==> config.mk <==
export PLATFORM = sky130hd
export DESIGN_NAME = cla_add_scheduler
export DESIGN_NICKNAME = d
export VERILOG_FILES = /design/src/rtl/cla_add_scheduler.sv
export SDC_FILE = /design/constraint.sdc
export NUM_CORES = 1
export LEC_CHECK = 0
export CAP_MARGIN = 20
export CORE_ASPECT_RATIO = 0.7
export CORE_MARGIN = 4
export CORE_UTILIZATION = 46
export DETAILED_ROUTE_END_ITERATION = 12
export PLACE_DENSITY = 0.85
export SLEW_MARGIN = 25
export SYNTH_ARGS = -nofsm -noshare
export SYNTH_HDL_FRONTEND = slang
export SYNTH_SLANG_ARGS = --single-unit
export TNS_END_PERCENT = 1
==> constraint.sdc <==
create_clock -name clk -period 3.45 [get_ports clk]
set_clock_uncertainty 0.1 [all_clocks]
set_input_delay 0.69 -clock clk [delete_from_list [all_inputs] [get_ports clk]]
set_output_delay 0.69 -clock clk [all_outputs]
set_load 0.01 [all_outputs]
==> src/rtl/cla_add_scheduler.sv <==
// Nibble-serial multi-word adder that time-shares one 4-bit carry-lookahead
// adder between two round-robin requesters. The optional signed-overflow
// output is enabled by defining CLA_ADD_SCHED_OVF_EN.

// 4-bit carry-lookahead adder slice shared by the scheduler.
module CLA_Adder (
  input  logic [3:0] a,
  input  logic [3:0] b,
  input  logic       cin,
  output logic [3:0] sum,
  output logic       cout
);
  logic [3:0] g;
  logic [3:0] p;
  logic [4:0] c;

  assign g = a & b;
  assign p = a ^ b;

  // All carries are formed directly from generate/propagate terms.
  assign c[0] = cin;
  assign c[1] = g[0] | (p[0] & cin);
  assign c[2] = g[1] | (p[1] & g[0]) | (p[1] & p[0] & cin);
  assign c[3] = g[2] | (p[2] & g[1]) | (p[2] & p[1] & g[0]) | (p[2] & p[1] & p[0] & cin);
  assign c[4] = g[3] | (p[3] & g[2]) | (p[3] & p[2] & g[1]) | (p[3] & p[2] & p[1] & g[0])
              | (p[3] & p[2] & p[1] & p[0] & cin);

  assign sum  = p ^ c[3:0];
  assign cout = c[4];
endmodule

module cla_add_scheduler #(
  parameter int WIDTH = 16
) (
  input  logic             clk,
  input  logic             rst_n,
  input  logic             req0_valid,
  output logic             req0_ready,
  input  logic [WIDTH-1:0] req0_a,
  input  logic [WIDTH-1:0] req0_b,
  input  logic             req0_cin,
  input  logic             req1_valid,
  output logic             req1_ready,
  input  logic [WIDTH-1:0] req1_a,
  input  logic [WIDTH-1:0] req1_b,
  input  logic             req1_cin,
  output logic             rsp_valid,
  input  logic             rsp_ready,
  output logic [WIDTH-1:0] rsp_sum,
  output logic             rsp_cout,
  output logic             rsp_id,
`ifdef CLA_ADD_SCHED_OVF_EN
  output logic             rsp_ovf,
`endif
  output logic             busy
);
  localparam int NIB = WIDTH / 4;
  localparam int IW  = (NIB > 1) ? $clog2(NIB) : 1;

  typedef enum logic [1:0] {IDLE, RUN, DONE} state_t;

  state_t           state_q, state_d;
  logic [WIDTH-1:0] a_q, b_q, sum_q, sum_d;
  logic             c_q, id_q, last_id_q;
  logic [IW-1:0]    idx_q;
  logic             any_valid, grant_id, accept, last_nib;
  logic [3:0]       cla_a, cla_b, cla_sum;
  logic             cla_cout;

  // Alternate on contention; a lone requester always wins.
  assign any_valid = req0_valid | req1_valid;
  assign grant_id  = (req0_valid & req1_valid) ? ~last_id_q : req1_valid;
  assign accept    = (state_q == IDLE) & any_valid;
  assign last_nib  = (idx_q == IW'(NIB - 1));

  // Next-state and handshake decode.
  always_comb begin
    state_d    = state_q;
    req0_ready = 1'b0;
    req1_ready = 1'b0;
    case (state_q)
      IDLE: if (any_valid) begin
        req0_ready = ~grant_id;
        req1_ready = grant_id;
        state_d    = RUN;
      end
      RUN:  if (last_nib) state_d = DONE;
      DONE: if (rsp_ready) state_d = IDLE;
      default: state_d = IDLE;
    endcase
  end

  // State register.
  always_ff @(posedge clk or negedge rst_n) begin
    if (!rst_n) state_q <= IDLE;
    else        state_q <= state_d;
  end

  // Select the operand nibbles addressed by the pass index.
  always_comb begin
    cla_a = 4'h0;
    cla_b = 4'h0;
    for (int i = 0; i < NIB; i++) begin
      if (idx_q == IW'(i)) begin
        cla_a = a_q[4*i +: 4];
        cla_b = b_q[4*i +: 4];
      end
    end
  end

  CLA_Adder u_cla (
    .a    (cla_a),
    .b    (cla_b),
    .cin  (c_q),
    .sum  (cla_sum),
    .cout (cla_cout)
  );

  // Merge this pass's nibble into the accumulated sum.
  always_comb begin
    sum_d = sum_q;
    if (state_q == RUN) begin
      for (int i = 0; i < NIB; i++) begin
        if (idx_q == IW'(i)) sum_d[4*i +: 4] = cla_sum;
      end
    end
  end

  // Operand capture and the per-nibble carry chain.
  always_ff @(posedge clk or negedge rst_n) begin
    if (!rst_n) begin
      a_q       <= '0;
      b_q       <= '0;
      sum_q     <= '0;
      c_q       <= 1'b0;
      id_q      <= 1'b0;
      last_id_q <= 1'b1;
      idx_q     <= '0;
    end else if (accept) begin
      a_q       <= grant_id ? req1_a : req0_a;
      b_q       <= grant_id ? req1_b : req0_b;
      c_q       <= grant_id ? req1_cin : req0_cin;
      id_q      <= grant_id;
      last_id_q <= grant_id;
      idx_q     <= '0;
    end else if (state_q == RUN) begin
      sum_q <= sum_d;
      c_q   <= cla_cout;
      idx_q <= last_nib ? '0 : idx_q + 1'b1;
    end
  end

`ifdef CLA_ADD_SCHED_OVF_EN
  logic ovf_q;

  // Signed overflow: like-signed operands producing an opposite-signed sum.
  always_ff @(posedge clk or negedge rst_n) begin
    if (!rst_n) ovf_q <= 1'b0;
    else if ((state_q == RUN) && last_nib)
      ovf_q <= (a_q[WIDTH-1] ~^ b_q[WIDTH-1]) & (cla_sum[3] ^ a_q[WIDTH-1]);
  end

  assign rsp_ovf = ovf_q;
`endif

  assign rsp_valid = (state_q == DONE);
  assign busy      = (state_q != IDLE);
  assign rsp_sum   = sum_q;
  assign rsp_cout  = c_q;
  assign rsp_id    = id_q;
endmodule
==> results.md <==
- CTS Root Cell: sky130_fd_sc_hd__clkbuf_8
- Count of endpoints failing hold in the final timing report: 0
- Number of nets at the end of the flow: 456
- Area share of the largest cell type after synthesis: 0.491
- RSZ-0062 raised after global routing: false
- Dominant cell type by count on the critical path: sky130_fd_sc_hd__a21oi_1
- Cell type contributing the most total cell area after synthesis: sky130_fd_sc_hd__dfrtp_1
- Mean cell area of the mapped netlist: 9.65 sq um
- Total Power: 0.00342 W
- Area added between synthesis and finish: 38.8%
- Count of final max-slew check failures: 0
- Remaining design rule violation count: 0
- Main combinational cell family by area after synthesis: compound AO/OA/AOI/OAI gates
- Cts bufs inserted: 5
- Total number of vias: 2426
- Number of rows created at floorplan: 23
- Final ANT Viol Nets: 0
- Syn nets: 365
- Setup bufs post-CTS: 0
- Layout cell share with drive strength beyond 1: 0.0716
- Slew @ Worst Pin: 0.821 ns
- DR iter-0 viols: 148
- Adder-cell share of the synthesized area: 0.0437
- I/O Pins: 93
- Share of synthesized cell area in and, or, nand and nor gates: 0.177
- Share of synthesized area spent on multiplexers: 0.0419
- Post-DP HPWL: 5.50 mm
- IR drop worst, VDD: between 400 and 500 uV
- Worst Setup Path Type: reg -> reg
- Delay of the slowest cell on the worst path: roughly 0.43 ns
- Number of I/O port buffers: 92
- Via count of the first global-routing pass: 2445
- Startpoint types: flop
- Buffers from clock root to sink, at most: 2
- Detailed-route vias per instance: 5.37
- Sequential standard cell area: 1380 sq um
- Max-slew headroom at the worst pin: 0.453
- Async set-or-reset flop fraction in the synthesized netlist: 1.00
- Synth top cells by count: sky130_fd_sc_hd__nand2_1, sky130_fd_sc_hd__dfrtp_1, sky130_fd_sc_hd__o21ai_0, sky130_fd_sc_hd__a22oi_1, sky130_fd_sc_hd__a21oi_1
- Post-place setup slack: 0.363 ns
- Utilization after layout: 0.663
- Clock-pin slew reported for the worst setup and hold paths after clock tree synthesis: 0.10 ns
- Combined area of all synthesized cells: between 2000 and 3000 sq um
- Clock tree from TritonCTS: yes
- Depth of the CTS H-tree: 2
- Total of hold buffers inserted after clock tree synthesis: 0
- WP buf/inv: 1
- Mean routed wirelength per cell: roughly 15 um
- Run status: finished clean
- Diodes inserted: 0
- Met2 layer usage reported by global route: 0.326
- Required time reported for the critical path endpoint: 3.53 ns
- Busiest grt layer: met2
- MaxCap Viol Count: 0
- Top FF cell, synth: sky130_fd_sc_hd__dfrtp_1
- Horiz. Die Dim: 100 um
- Total congestion overflow: 0
- Wire length of the first global-routing pass: 11.4 mm
- Count of flip-flops with a built-in enable after synthesis: 0
- Total leakage power: 1.72 nW
- Fin crit period: 3.14 ns
- Distinct cell type count of the synthesized netlist: 38
- Syn Inst Count: 285
- Final cycle utilization of the critical path: 0.912
- FF+latch count, synth: 55
- Top area cells in the synthesized netlist: sky130_fd_sc_hd__dfrtp_1, sky130_fd_sc_hd__nand2_1, sky130_fd_sc_hd__a22oi_1, sky130_fd_sc_hd__o21ai_0, sky130_fd_sc_hd__ha_1
- Synth Area in XOR/XNOR: 0.00955
- Worst path top cell family by delay: compound AO/OA/AOI/OAI gates
- GR Util All Layers: 0.197
- RD Place Congestion: between 0.7 and 0.8
- CP max FO: 14
- Post-synthesis sequential area ratio: 0.501
- Final setup violation count: 0
- Vertical die dimension: 72.7 um
- Initial standard-cell utilization of the core: 0.478
- Synthesized-area fraction occupied by ao, oa, aoi and oai cells: 0.191
- Power per cell area: roughly 900 nW/um^2
- Yosys Warn Count: 0
- Fin Setup TNS: 0 ns
- Overall routed net length: 6.91 mm
- Most frequent cell after synthesis: sky130_fd_sc_hd__nand2_1
- Hold slack: 0.376 ns
- Post-CTS Resized: 0
- Antenna violations before repair: 0
- Area used by multi-input combinational logic: 1270 sq um
- Final worst setup slack: 0.305 ns
- Global-route track usage on met1: 0.268
- Highest clock rate: 318 MHz
- Met3 layer usage reported by global route: 0.0497
- Cell Chain, Critical Path: inv_1, ha_1, nand3b_1, a21oi_1, a21oi_1, o21ai_0, ha_1, a211o_1, a21oi_1, xor2_1, o21ai_0
- Clock Latency Late Sink: 0.30 ns
- Overall die area: 7300 sq um
- Maximum number of pins on one net before global-route repair: 38
- Worst path arrival time: 3.22 ns
- Cell with the biggest individual delay on the critical path: sky130_fd_sc_hd__dfrtp_1
- TritonRoute pass-1 iters: 5
- Worst min path class: in -> async
- Crit path capture type: flop
- Filler cell count: 480
- Total number of clock tree sinks: 55
- Core area: roughly 5800 sq um
sequential cells by signal, summed over array words and instances, names as in the netlist:
register and cells:
rsp_sum 16, rsp_id 1, idx_q 2, b_q 16
a_q 16, state_q 2, last_id_q 1, rsp_cout 1
layout by cell type, fill, tap and decap left out, drive strengths merged, types with 2 or more instances in the layout:
master and n:
clkdlybuf4s50 91, nand2 89, dfrtp 54, o21ai 27, a22oi 25, a21oi 10
ha 8, mux2i 7, clkbuf 7, buf 7, nor2b 6, nand3b 5
a221oi 5, o31ai 4, inv 4, mux2 4, nand2b 3, a21o 3
xor2 2, nor2 2, nor3 2
final timing paths:
kind	depth (start not counted)	from	slack (ns)	endpoint
worst max-delay path	11	idx_q[1]	0.31	rsp_sum[7]
worst min-delay path	1	rst_n	0.38	rsp_sum[4]
max in group asynchronous	2	rst_n	2.07	last_id_q
min in group clk	2	b_q[11]	0.38	b_q[11]
worst max register to register	11	idx_q[1]	0.31	rsp_sum[7]
worst min register to register	2	b_q[11]	0.38	b_q[11]
logic make-up (layout without fill, tap and decap cells):
kind of cell / count (synthesis) / in the layout
compound gates: 78 / 78
buf+inv: 18 / 110
fa+ha+maj: 9 / 9
xor+xnor: 3 / 3
simple gates: 111 / 111
mux: 11 / 11
flops: 55 / 55
power breakdown:
group | total [W] | internal, W | switching (W)
Sequential | 0.00118 | 0.000973 | 0.000208
Clock | 0.000365 | 0.000165 | 0.000200
Combinational | 0.00187 | 0.000849 | 0.00102
Total | 0.00342 | 0.00199 | 0.00143
cell type report:
type                    count  area share
clock buffers               7      0.0226
flip-flops and latches     55       0.361
inverters                   4     0.00393
multi-input cells         212       0.334
clock inverters             1     0.00230
repair buffers             98       0.252
well taps                  75      0.0246
layer usage:
metal  share of wire  vias up
met1            0.45     1151
met2            0.48       93
met4          0.0071        0
met5               0        -
met3           0.070        6
li1                -     1176
through the flow:
stage | instances | cell area (sq um)
floorplan | 285 | 2750
global placement | 444 | 3720
detailed placement | 444 | 3720
CTS | 452 | 3820
global route | 452 | 3820
finish | 452 | 3820
Note: power is estimated with default switching activity, not from simulation.
